[config.mk]
export PLATFORM = sky130hd
export DESIGN_NAME = serial_adder_flat
export DESIGN_NICKNAME = d
export VERILOG_FILES = /design/src/rtl/serial_adder_if.sv /design/src/rtl/serial_adder.sv /design/src/flat_wrapper.sv
export SDC_FILE = /design/constraint.sdc
export NUM_CORES = 1
export LEC_CHECK = 0
export CAP_MARGIN = 40
export CORE_ASPECT_RATIO = 0.7
export CORE_MARGIN = 2
export CORE_UTILIZATION = 52
export CTS_CLUSTER_SIZE = 10
export DETAILED_ROUTE_END_ITERATION = 8
export PLACE_DENSITY = 0.79
export SYNTH_ARGS = -nofsm -noshare
export SYNTH_HDL_FRONTEND = slang
export SYNTH_SLANG_ARGS = --single-unit
[constraint.sdc]
create_clock -name i_clk -period 2 [get_ports i_clk]
set_clock_uncertainty 0.2 [all_clocks]
set_input_delay 0.4 -clock i_clk [delete_from_list [all_inputs] [get_ports i_clk]]
set_output_delay 0.4 -clock i_clk [all_outputs]
set_load 0.01 [all_outputs]
[src/rtl/serial_adder_if.sv]
// Operand/result bundle for the bit-serial add/subtract unit.
// The requester holds the master side; the adder holds the slave side.
interface serial_adder_if #(
  parameter int WIDTH = 8
);
  logic             start;
  logic             sub;
  logic [WIDTH-1:0] a;
  logic [WIDTH-1:0] b;
  logic             busy;
  logic             done;
  logic [WIDTH-1:0] sum;
  logic             cout;
  logic             overflow;
  logic             zero;

  modport master (
    output start, sub, a, b,
    input  busy, done, sum, cout, overflow, zero
  );

  modport slave (
    input  start, sub, a, b,
    output busy, done, sum, cout, overflow, zero
  );
endinterface

[src/rtl/serial_adder.sv]
// Bit-serial add/subtract unit: one bit per clock, LSB first, with a single
// carry flip-flop linking the bits and a start/done handshake.
module xor_gate (
  input  logic i_a,
  input  logic i_b,
  output logic o_y
);
  assign o_y = i_a ^ i_b;
endmodule

module serial_adder #(
  parameter int WIDTH = 8
) (
  input  logic          i_clk,
  input  logic          i_rst_n,
  serial_adder_if.slave bus
);
  localparam int CNT_W = (WIDTH > 1) ? $clog2(WIDTH) : 1;
  localparam logic [CNT_W-1:0] LAST_CNT = CNT_W'(WIDTH - 1);

  typedef enum logic [1:0] {IDLE, RUN, DONE} state_t;

  state_t           r_state;
  state_t           w_nextState;
  logic             r_busy;
  logic             r_done;
  logic [WIDTH-1:0] r_shiftA;
  logic [WIDTH-1:0] r_shiftB;
  logic [WIDTH-2:0] r_acc;
  logic [CNT_W-1:0] r_cnt;
  logic             r_carry;
  logic [WIDTH-1:0] r_sum;
  logic             r_cout;
  logic             r_overflow;
  logic             r_zero;

  logic             w_load;
  logic             w_last;
  logic             w_halfSum;
  logic             w_sumBit;
  logic             w_newCarry;
  logic [WIDTH-1:0] w_finalAcc;

  assign w_load = (r_state != RUN) && bus.start;
  assign w_last = (r_state == RUN) && (r_cnt == LAST_CNT);

  xor_gate u_xorAb (
    .i_a (r_shiftA[0]),
    .i_b (r_shiftB[0]),
    .o_y (w_halfSum)
  );

  xor_gate u_xorCarry (
    .i_a (w_halfSum),
    .i_b (r_carry),
    .o_y (w_sumBit)
  );

  // Majority of a, b, carry, reusing the first xor stage.
  assign w_newCarry = (r_shiftA[0] & r_shiftB[0]) | (r_carry & w_halfSum);
  assign w_finalAcc = {w_sumBit, r_acc};

  always_comb begin
    w_nextState = r_state;
    case (r_state)
      IDLE:    if (bus.start) w_nextState = RUN;
      RUN:     if (r_cnt == LAST_CNT) w_nextState = DONE;
      DONE:    w_nextState = bus.start ? RUN : IDLE;
      default: w_nextState = IDLE;
    endcase
  end

  // busy/done come straight from flops so the handshake never glitches.
  always_ff @(posedge i_clk or negedge i_rst_n) begin
    if (!i_rst_n) begin
      r_state <= IDLE;
      r_busy  <= 1'b0;
      r_done  <= 1'b0;
    end else begin
      r_state <= w_nextState;
      r_busy  <= (w_nextState == RUN);
      r_done  <= (w_nextState == DONE);
    end
  end

  always_ff @(posedge i_clk or negedge i_rst_n) begin
    if (!i_rst_n) begin
      r_shiftA   <= '0;
      r_shiftB   <= '0;
      r_acc      <= '0;
      r_cnt      <= '0;
      r_carry    <= 1'b0;
      r_sum      <= '0;
      r_cout     <= 1'b0;
      r_overflow <= 1'b0;
      r_zero     <= 1'b0;
    end else if (w_load) begin
      r_shiftA <= bus.a;
      r_shiftB <= bus.sub ? ~bus.b : bus.b;
      r_carry  <= bus.sub;
      r_cnt    <= '0;
    end else if (r_state == RUN) begin
      r_shiftA <= {1'b0, r_shiftA[WIDTH-1:1]};
      r_shiftB <= {1'b0, r_shiftB[WIDTH-1:1]};
      r_acc    <= w_finalAcc[WIDTH-1:1];
      r_carry  <= w_newCarry;
      r_cnt    <= r_cnt + CNT_W'(1);
      if (w_last) begin
        r_sum      <= w_finalAcc;
        r_cout     <= w_newCarry;
        r_overflow <= r_carry ^ w_newCarry;
        r_zero     <= (w_finalAcc == '0);
      end
    end
  end

  assign bus.busy     = r_busy;
  assign bus.done     = r_done;
  assign bus.sum      = r_sum;
  assign bus.cout     = r_cout;
  assign bus.overflow = r_overflow;
  assign bus.zero     = r_zero;
endmodule

[src/flat_wrapper.sv]
// flat-port wrapper written by rule: the top's interface ports become plain ports
module serial_adder_flat 
#(
  parameter int WIDTH = 8
)
  (i_clk, i_rst_n, bus_start, bus_sub, bus_a, bus_b, bus_busy, bus_done, bus_sum, bus_cout, bus_overflow, bus_zero);
  serial_adder_if #(.WIDTH(WIDTH)) bus_i ();
  input  logic i_clk;
  input  logic i_rst_n;
  input wire logic [$bits(bus_i.start)-1:0] bus_start;
  input wire logic [$bits(bus_i.sub)-1:0] bus_sub;
  input wire logic [$bits(bus_i.a)-1:0] bus_a;
  input wire logic [$bits(bus_i.b)-1:0] bus_b;
  output wire logic [$bits(bus_i.busy)-1:0] bus_busy;
  output wire logic [$bits(bus_i.done)-1:0] bus_done;
  output wire logic [$bits(bus_i.sum)-1:0] bus_sum;
  output wire logic [$bits(bus_i.cout)-1:0] bus_cout;
  output wire logic [$bits(bus_i.overflow)-1:0] bus_overflow;
  output wire logic [$bits(bus_i.zero)-1:0] bus_zero;
  assign bus_i.start = bus_start;
  assign bus_i.sub = bus_sub;
  assign bus_i.a = bus_a;
  assign bus_i.b = bus_b;
  assign bus_busy = bus_i.busy;
  assign bus_done = bus_i.done;
  assign bus_sum = bus_i.sum;
  assign bus_cout = bus_i.cout;
  assign bus_overflow = bus_i.overflow;
  assign bus_zero = bus_i.zero;
  serial_adder #(.WIDTH(WIDTH)) u_core (.i_clk(i_clk), .i_rst_n(i_rst_n), .bus(bus_i));
endmodule
# == Word level (Yosys, flattened, before mapping) ==
# Index checks and enable logic that the tools add are counted.
# totals
ff_bits,42
mem_bits_ro,0
memories,0
wordCells,47
output_inout_bits,13
latchBits,0
mem_bits_rw,0
# op_classes
mux,13
mul,0
eq_ne,6
reduce_logical,7
shifts,0
n_div,0
n_lt_le_gt_ge,0
n_bitwise,8
addsub,1
# op_table
operator,count
8-bit 2-to-1 mux,5
8-bit logical NOT,1
8-bit inverter,1
3-bit 2-to-1 mux,2
2-bit case mux with 3 select lines,1
"2-bit by 1-bit == test with 1-bit output, second input constant",2
"2-bit == test, second input constant",2
2-bit 2-to-1 mux,2
"3-bit by 1-bit adder with 3-bit output, second input constant",1
"3-bit == test, second input constant",1
1-bit 2-to-1 mux,3
3-bit AND reduction,1
1-bit bitwise XOR,3
1-bit bitwise AND,2
1-bit logical AND,2
2-bit logical NOT,1
"2-bit by 1-bit != test with 1-bit output, second input constant",1
2-bit AND reduction,1
2-bit nonzero test,1
1-bit inverter,1
1-bit bitwise OR,1

# == Depth between registers and ports, before layout ==
# Gate-level depths: netlist (run 1).
# logic_depth
depth_word,5
ltp_mapped,6
ltp_nobuf,5

# == By module ==
# From an unflattened synthesis (run 1), not the netlist that was laid out.
# unflattened
hier_cells,171
hier_area_um2,1870.5
# modules_own_cells
module,area_each_um2,cells_each,n_inst
serial_adder,1853.0,169,1
xor_gate,8.8,1,2

# == Least setup slack after synthesis (run 1) ==
# Ideal clock, no wire load.
# synth_timing
path_type,flip-flop to flip-flop
start,register u_core.r_cnt[0]
end,register u_core.r_cout (netlist: u_core.bus.cout)
slack_ns,0.338
arrival_ns,1.337
required_ns,1.675
path_stages_with_launch,6
setup_ns,0.125
synth_period_minus_slack_ns,1.662
cell_sequence,dfrtp_1 > ha_1 > ha_1 > nand3b_4 > buf_6 > mux2_4
# synth_between
elab_chain_len,3
# synth_lines
item,line_no,rtl
from (decl),serial_adder.sv:30,logic [CNT_W-1:0] r_cnt;
from (signal assigned),serial_adder.sv:107,r_cnt <= r_cnt + CNT_W'(1);
3-bit == test,serial_adder.sv:45,assign w_last = (r_state == RUN) && (r_cnt == LAST_CNT);
1-bit logical AND,serial_adder.sv:45,
3-bit AND reduction (no source line),--,
to (signal assigned),serial_adder.sv:110,r_cout <= w_newCarry;
to (decl),serial_adder.sv:33,logic r_cout;
# No other way between the ends.
# A chain may end at the register's enable or synchronous reset.

# == Worst setup path in the final report (run 1) ==
# layout_timing
start,register u_core.r_sum[7] (netlist: u_core.bus.sum[7])
end,output bus_sum[7]
# layout_rtl
item,line_no,rtl
from (decl),serial_adder.sv:32,logic [WIDTH-1:0] r_sum;
from (signal assigned),serial_adder.sv:109,r_sum <= w_finalAcc;
to (decl),flat_wrapper.sv:16,output wire logic [$bits(bus_i.sum)-1:0] bus_sum;
# No word-level cell between the ends.

==> results of run 1 <==
==> worst max-delay path by stage <==
stage	to	cells past startpoint	slack, ns	startpoint
floorplan	u_core.bus.cout	5	0.34	u_core.r_cnt[0]
global placement	u_core.r_shiftB[0]	5	0.27	bus_sub
detailed placement	u_core.r_shiftB[4]	5	0.21	bus_sub
CTS	bus_sum[5]	1	0.19	u_core.bus.sum[5]
global route	bus_zero	1	0.15	u_core.bus.zero
finish	bus_sum[7]	1	0.19	u_core.bus.sum[7]
==> cell families (layout without fill, tap and decap cells) <==
group           after synthesis  in the layout  share of synthesized area [%]
compound gates               23             23                           6.68
xor+xnor                      9              9                           4.21
fa+ha+maj                     3              3                           2.40
buf+inv                      13             48                           4.21
flops                        42             42                           56.1
mux                          25             25                           14.8
simple gates                 51             51                           11.7
==> state kept, by name, summed over array words and instances (netlist names) <==
| register | flops |
|---|---|
| u_core.bus.busy | 1 |
| u_core.bus.cout | 1 |
| u_core.bus.done | 1 |
| u_core.bus.overflow | 1 |
| u_core.bus.sum | 8 |
| u_core.bus.zero | 1 |
| u_core.r_acc | 7 |
| u_core.r_carry | 1 |
| u_core.r_cnt | 3 |
| u_core.r_shiftA | 8 |
| u_core.r_shiftB | 8 |
| u_core.r_state | 2 |
==> cells in the mapped netlist <==
master	instances	area, sq um
fa_1	1	20.0
xnor2_1	2	17.5
mux2_4	4	60.1
inv_1	3	11.3
o22ai_1	2	12.5
a211oi_2	1	12.5
nand3_1	1	5.00
mux2_2	5	56.3
o21ai_1	1	5.00
o21ai_0	19	95.1
nor2b_1	1	6.26
buf_4	5	37.5
buf_6	1	11.3
buf_2	3	15.0
dfrtp_1	42	1050
nor4_1	2	12.5
xor2_1	7	61.3
nand2b_1	1	6.26
nor2_1	2	7.51
ha_1	2	25.0
nand3b_4	1	20.0
clkbuf_1	1	3.75
mux2i_1	16	160
nand2_1	43	161
==> area by class of cell <==
| type | count | area share, % |
|---|---|---|
| multi-input cells | 111 | 31.5 |
| clock buffers | 8 | 4.64 |
| inverters | 3 | 0.474 |
| repair buffers | 37 | 16.5 |
| flip-flops and latches | 42 | 44.3 |
| well taps | 50 | 2.63 |
==> power groups by stage <==
stage,combinational [mW],sequential [mW],clock (mW)
floorplan,0.719,1.45,0
global route,1.31,1.48,0.683
finish,1.18,1.44,0.630
CTS,1.19,1.44,0.644
global placement,1.12,1.43,0
detailed placement,1.18,1.45,0
==> metal layers <==
layer	share of wire, %	GRT usage, %	vias up
met5	0	0	-
met3	3.9	5.34	6
met2	50	30.9	31
li1	-	-	616
met1	45	22.8	635
met4	1.5	10.8	0
==> worst reg2reg max path, cell delays in order (launching register included) <==
cell      delay [ns]
dfrtp_1         0.41
ha_1            0.21
ha_1            0.24
nand3b_4        0.22
mux2_2          0.38
==> per-stage QoR <==
step / total power, mW / utilization [%] / instance area [sq um]
floorplan: 2.17 / - / 1870
global placement: 2.55 / 64.6 / 2250
detailed placement: 2.64 / 64.6 / 2250
CTS: 3.28 / 68.0 / 2370
global route: 3.48 / 68.0 / 2370
finish: 3.25 / 68.0 / 2370
==> reports/qor.yml, run 1 <==
status: "completed"
chipHeight_microns: 54.2
die_w_microns: 75.8
num_io_pins: 33
path_delay_family: "buffers and inverters"
drt_pass1_iterations: 5
grt_pass1_wl_microns: 5530
p_comb_share_pct: 36.3
cts_hold_buf: 1
syn_inst: 166
worst_slew_pin_slew_ns: 0.473
synth-seq-area-share_pct: 56.1
holdWs_ns: 0.280
numCtsBuffers: 5
path_buf_inv: 1
hp-class: "flop to flop"
start_util_pct: 53.7
dp_slack_ns: 0.213
netlist_area_sq_um: 1870
cp_max_fo: 2
overflow: 0
n_fill_cell: 259
start_kind: "flop"
slowest_delay_ns: 0.55
power_density_nw_per_um2: 1370
hold_start: "u_core.r_shiftB[4]"
slew_violations: 0
grt_pass1_vias: 1242
p_int_mw: 2.16
crit_path_cell_trace: "clkdlybuf4s50_1"
drv_cap: 0
multi_input_area_sq_um: 747
crit_required_ns: 1.40
diodes: 0
cts_resized: 0
cts_setup_buffers: 0
p_clk_share_pct: 19.4
irDropWorstVdd_v: 0.000949
pwr-share-seq_pct: 44.3
r2r_start: "u_core.r_cnt[0]"
worstSetupPathType: "flop to output port"
h-tree-depth: 2
drt_iter0_markers: 52
vias_per_cell: 5.13
core-area_sq_um: 3490
clock-root-buffer: "clkbuf_8"
final_cell_mix: "43 x nand2_1, 42 x dfrtp_1, 31 x clkdlybuf4s50_1"
cpMaxStageDelayCell: "clkdlybuf4s50_1"
reg2reg_to: "u_core.bus.sum[6]"
drive_gt1_share_pct: 12.4
switchingPower_mw: 1.10
whs_path_depth: 2
rows: 18
fin_tns_setup_ns: 0
port_buffers: 32
switching_share_pct: 33.7
grt_usage_pct: 18.9
avgSynthCellArea_sq_um: 11.3
totalWireLength_microns: 3410
syn-num-nets: 189
cts.clk_slew.worst_paths_ns: 0.08
drc_errors: 0
hold_viol_final: 0
globalplace.congestion: 0.741
hpwl_microns: 2360
numClockSinks: 42
regArea_sq_um: 1050
fp.dieArea_sq_um: 4110
slew-limit-headroom_pct: 68.5
worst_setup_path_end_kind: "output port"
min_period_ns: 1.81
post-place-cells: 242
rsz0062_at_grt: "no"
yosys_warnings: 0
via_count: 1288
final_common_cell: "nand2_1"
layout.cells.non_filler: 251
tritoncts: "yes"
synth_seq_cells: 42
finalNetCount: 223
hold_end: "u_core.r_shiftB[3]"
cts_buffer_depth: 2
synthToLayoutAreaGrowth_pct: 26.7
wl_per_cell_microns: 13.6
clock_latency_ns: 0.29
ff2ff_setup_slack_ns: 0.23
fin_crit_sh_pct: 90.4
arrival_ns: 1.21
grt_start_max_net_pins: 40
timing.final.ws_setup_ns: 0.192
setup_viol: 0
p_leak_nw: 1.15
ant_nets: 0
max_freq_mhz: 553
synthDistinctLibCells: 24
reg2reg_depth: 4
antenna_found_initial: 0
Note: power is estimated with default switching activity, not from simulation.
==> inputs of run 2 (changes only) <==
--- a/config.mk
+++ b/config.mk
@@ -5,6 +5,7 @@
 export SDC_FILE = /design/constraint.sdc
 export NUM_CORES = 1
 export LEC_CHECK = 0
+export ABC_AREA = 1
 export CAP_MARGIN = 40
 export CORE_ASPECT_RATIO = 0.7
 export CORE_MARGIN = 2
==> run 2 against run 1 <==
Net effect: clock power up 7.0%; critical path depth is the same; first-iteration DRC count rose by 83%; critical endpoint is now bus_sum[1]; cell count grew 24%; non-clock buffer count is 3 higher; synthesized area increased by 2.5%; via count rose by 18%; sequential power fell by 3%; core utilization is 0.19 points lower; largest cell class unchanged; worst setup slack improved by 0.013 ns; highest routed layer unchanged; flip-flop and latch count did not move.
==> reports/qor.yml, run 2 <==
status: "completed"
synth_edf_count: 0
synthToLayoutAreaGrowth_pct: 24.9
via_count: 1523
synthMuxAreaShare_pct: 0
final_common_cell: "nand2_1"
drt_iter0_markers: 95
die_w_microns: 76.6
cp_max_fo: 2
setup_viol: 0
irDropWorstVdd_v: 0.000740
slew_violations: 0
drv_cap: 0
synth-main-ff-cell: "dfrtp_1"
path_buf_inv: 1
synth_top_cell_by_area: "dfrtp_1"
power_density_nw_per_um2: 1370
max_freq_mhz: 557
netlist_area_sq_um: 1920
synth_compound_area_share_pct: 5.08
cts_buffer_depth: 2
path_delay_family: "buffers and inverters"
synth.most_common_cell: "nand2_1"
n_fill_cell: 292
vias_per_cell: 4.90
worstSetupPathType: "flop to output port"
hp-class: "flop to flop"
rsz0062_at_grt: "no"
globalplace.congestion: 0.759
diodes: 0
synth_simple_gate_area_share_pct: 29.5
totalWireLength_microns: 3740
synthArstFlopShare_pct: 100
yosys_warnings: 0
yosys.area_share.adder_pct: 2.35
ant_nets: 0
antenna_found_initial: 0
busiest_layer: "met2"
drc_errors: 0
synth_top_family_by_area: "simple AND/OR/NAND/NOR gates"
overflow: 0
clock-root-buffer: "clkbuf_8"
worst_setup_path_end_kind: "output port"
tritoncts: "yes"
core-area_sq_um: 3540
hold_viol_final: 0
min_period_ns: 1.80
slowest_delay_ns: 0.55
use_met2_pct: 36.0
fp.dieArea_sq_um: 4200
clock_latency_ns: 0.29
synth_seq_cells: 42
grt_start_max_net_pins: 27
num_io_pins: 33
numClockSinks: 42
cts_setup_buffers: 0
syn_inst: 223
arrival_ns: 1.20
met1_usage_pct: 25.6
synth_top_area_share_pct: 54.7
drt_pass1_iterations: 4
crit_path_cell_trace: "clkdlybuf4s50_1"
start_util_pct: 54.3
fin_crit_sh_pct: 89.8
synth_xor_area_share_pct: 0.912
synth.top_cells.by_count: "93 x nand2_1, 42 x dfrtp_1, 30 x nand3_1"
syn-num-nets: 246
port_buffers: 32
grt_pass1_wl_microns: 6470
cpMaxStageDelayCell: "clkdlybuf4s50_1"
regArea_sq_um: 1050
h-tree-depth: 2
numCtsBuffers: 5
fin_tns_setup_ns: 0
crit_required_ns: 1.40
grt_usage_pct: 20.1
grtUsageMet3_pct: 4.46
p_total_mw: 3.28
start_kind: "flop"
grt_pass1_vias: 1463
synthDistinctLibCells: 21
hpwl_microns: 2560
final_cell_mix: "93 x nand2_1, 42 x dfrtp_1, 31 x clkdlybuf4s50_1"
finalNetCount: 284
cts_hold_buf: 1
cts.clk_slew.worst_paths_ns: 0.08
slew-limit-headroom_pct: 67.1
cts_resized: 0
wl_per_cell_microns: 12.0
worst_slew_pin_slew_ns: 0.493
synth.area.top_cells: "dfrtp_1 55%, nand2_1 18%, nand3_1 7.8%, inv_1 3.1%, o21ai_0 2.6%"
rows: 18
drive_gt1_share_pct: 9.96
synth-seq-area-share_pct: 54.7
chipHeight_microns: 54.8
avgSynthCellArea_sq_um: 8.61
ff2ff_setup_slack_ns: 0.37
multi_input_area_sq_um: 727
p_leak_nw: 1.22
[run 2: area by class of cell]
class | instances | share of cell area, %
Inverter | 18 | 2.82
Clock inverter | 1 | 1.25
Clock buffer | 6 | 3.44
Tap cell | 50 | 2.61
Multi-Input combinational cell | 154 | 30.3
Timing Repair Buffer | 40 | 15.8
Sequential cell | 42 | 43.8
[run 2: final timing paths]
kind                       depth (start not counted)                  to                from
setup / recovery                                   1          bus_sum[1]   u_core.bus.sum[1]
hold / removal                                     2  u_core.r_shiftA[7]  u_core.r_shiftA[7]
setup reg to reg                                   6     u_core.bus.zero  u_core.r_shiftA[0]
hold reg to reg                                    2  u_core.r_shiftA[7]  u_core.r_shiftA[7]
max in group asynchronous                          3     u_core.r_cnt[0]             i_rst_n
min in group asynchronous                          2   u_core.r_state[0]             i_rst_n
[run 2: logic make-up (layout without fill, tap and decap cells)]
logic type,count (synthesis),in the layout
buffers and inverters,27,65
adder cells (fa/ha/maj),3,3
AND/OR/NAND/NOR,133,133
AO/OA/AOI/OAI,16,16
XOR/XNOR,2,2
flip-flops,42,42
[run 2: through the flow]
stage / hold WS [ns] / instance area (sq um) / instances / setup slack, ns / utilization (%)
global route: 0.305 / 2400 / 311 / 0.165 / 67.8
detailed placement: 0.168 / 2280 / 303 / 0.162 / 64.4
CTS: 0.283 / 2400 / 311 / 0.178 / 67.8
global placement: 0.162 / 2280 / 303 / 0.224 / 64.4
floorplan: -0.0956 / 1920 / 223 / 0.535 / -
finish: 0.283 / 2400 / 311 / 0.205 / 67.8
[run 2: routing by layer]
metal,vias up,wire [microns]
met5,-,0
met1,707,1850
met4,0,14
met3,2,162
met2,35,1710
li1,779,-
[run 2: where the power goes]
group	switching, mW	internal (mW)	total, mW
registers	0.205	1.19	1.39
logic	0.679	0.530	1.21
clock network	0.274	0.399	0.674
==> inputs of run 3 (changes only) <==
--- a/config.mk
+++ b/config.mk
@@ -8,11 +8,13 @@
 export ABC_AREA = 1
 export CAP_MARGIN = 40
 export CORE_ASPECT_RATIO = 0.7
-export CORE_MARGIN = 2
+export CORE_MARGIN = 4
 export CORE_UTILIZATION = 52
 export CTS_CLUSTER_SIZE = 10
 export DETAILED_ROUTE_END_ITERATION = 8
+export HOLD_SLACK_MARGIN = 0.1
 export PLACE_DENSITY = 0.79
+export REMOVE_ABC_BUFFERS = 1
 export SYNTH_ARGS = -nofsm -noshare
 export SYNTH_HDL_FRONTEND = slang
 export SYNTH_SLANG_ARGS = --single-unit
==> run 3 against run 2 <==
Net effect: combinational power barely moved; clock-buffer cell count increased by 1; die area up 13%; maximum frequency increased by 0.15%; worst setup slack better by 0.0026 ns; sequential share of layout area increased by 0.53 points; critical path depth is the same; largest cell class unchanged; wire length up 2.2%; critical endpoint is now bus_sum[2]; register-to-register slack got worse by 0.12 ns; global-route usage decreased by 1.0 points; flip-flop and latch count is the same.
==> reports/qor.yml, run 3 (same netlist as run 2, synthesis figures left out) <==
cp_num_cells: 1
num_io_pins: 33
status: "completed"
grt_start_max_net_pins: 27
rows: 18
overflow: 0
switchingPower_mw: 1.15
ant_nets: 0
diodes: 0
crit_required_ns: 1.40
grt_pass1_wl_microns: 6740
pwr-share-seq_pct: 44.6
grt_usage_pct: 19.1
fin_tns_setup_ns: 0
power_density_nw_per_um2: 1330
layout.cells.non_filler: 311
p_int_mw: 1.99
met1_usage_pct: 26.8
utilization_pct: 67.0
drt_iter0_markers: 118
port_buffers: 32
final_common_cell: "nand2_1"
hp-class: "flop to flop"
chipHeight_microns: 58.8
globalplace.congestion: 0.778
cpMaxStageDelayCell: "clkdlybuf4s50_1"
antenna_found_initial: 0
crit_path_cell_trace: "clkdlybuf4s50_1"
clock_latency_ns: 0.30
max_freq_mhz: 558
fp.dieArea_sq_um: 4750
p_comb_share_pct: 37.8
worst_setup_path_end_kind: "output port"
p_total_mw: 3.14
irDropWorstVdd_v: 0.000663
grt_pass1_vias: 1484
core-area_sq_um: 3540
grtUsageMet3_pct: 5.96
start_kind: "flop"
cp_max_fo: 2
cts.clk_slew.worst_paths_ns: 0.07
slowest_delay_ns: 0.55
worst_slew_pin_slew_ns: 0.514
post-place-cells: 302
vias_per_cell: 5.05
totalWireLength_microns: 3820
cts_resized: 0
hpwl_microns: 2660
setup_viol: 0
via_count: 1571
drt_pass1_iterations: 4
drive_gt1_share_pct: 9.58
rsz0062_at_grt: "no"
cts_buffer_depth: 2
use_met2_pct: 27.9
numCtsBuffers: 5
reg2reg_depth: 6
start_util_pct: 54.3
p_leak_nw: 1.20
finalNetCount: 283
switching_share_pct: 36.7
numClockSinks: 42
min_period_ns: 1.79
busiest_layer: "met2"
final_cell_mix: "93 x nand2_1, 42 x dfrtp_1, 31 x clkdlybuf4s50_1"
drc_errors: 0
path_delay_family: "buffers and inverters"
arrival_ns: 1.19
slew_violations: 0
synthToLayoutAreaGrowth_pct: 23.4
slew-limit-headroom_pct: 65.7
die_w_microns: 80.6
hold_viol_final: 0
clock-root-buffer: "clkbuf_8"
fin_crit_sh_pct: 89.6
whs_path_depth: 2
drv_cap: 0
tritoncts: "yes"
worstSetupPathType: "flop to output port"
wl_per_cell_microns: 12.3
p_clk_share_pct: 17.7
h-tree-depth: 2
path_buf_inv: 1
run 3: stage by stage:
| step | hold slack [ns] | setup WS, ns | instance area, sq um |
|---|---|---|---|
| after floorplan | -0.0956 | 0.432 | 1850 |
| after global placement | 0.198 | 0.216 | 2270 |
| after detailed placement | 0.199 | 0.206 | 2270 |
| after CTS | 0.278 | 0.189 | 2370 |
| after global routing | 0.298 | 0.137 | 2370 |
| final | 0.278 | 0.207 | 2370 |
run 3: per-layer routing:
| layer | up-vias | part of all wire [%] |
|---|---|---|
| met5 | - | 0 |
| met4 | 0 | 2.4 |
| met3 | 8 | 5.8 |
| met2 | 48 | 44 |
| met1 | 736 | 48 |
| li1 | 779 | - |
run 3: power groups by stage:
stage | clock, mW | combinational (mW) | sequential [mW]
after floorplan | 0 | 0.684 | 1.42
after global placement | 0 | 1.15 | 1.40
after detailed placement | 0 | 1.20 | 1.41
after CTS | 0.562 | 1.20 | 1.40
after global routing | 0.611 | 1.35 | 1.45
final | 0.555 | 1.19 | 1.40
run 3: repair_timing:
item,in CTS,in global routing
buffers inserted,0,0
hold endpoints to repair,21,0
setup endpoints to repair,0,0
hold buffers,1,0
run 3: area by class of cell:
cell class / count / area (sq um)
clock buffers: 7 / 86.3
clock inverters: 1 / 5.00
fillers: 307 / 1170
inverters: 18 / 67.6
multi-input cells: 154 / 727
flip-flops and latches: 42 / 1050
well taps: 50 / 62.6
repair buffers: 39 / 370
run 3: worst paths after layout:
check                      slack [ns]            endpoint          startpoint
max in group asynchronous        0.63   u_core.bus.sum[3]             i_rst_n
max                              0.21          bus_sum[2]   u_core.bus.sum[2]
min reg2reg                      0.28  u_core.r_shiftA[7]  u_core.r_shiftA[7]
min in group asynchronous        0.41     u_core.r_acc[3]             i_rst_n
min                              0.28  u_core.r_shiftA[7]  u_core.r_shiftA[7]
max reg2reg                      0.25   u_core.bus.sum[1]     u_core.r_cnt[0]
run 3: worst min-delay path: cells and delay by family (launching register included):
family           cells  cell delay, ns
DFF                  1            0.35
and+or+nand+nor      2            0.10
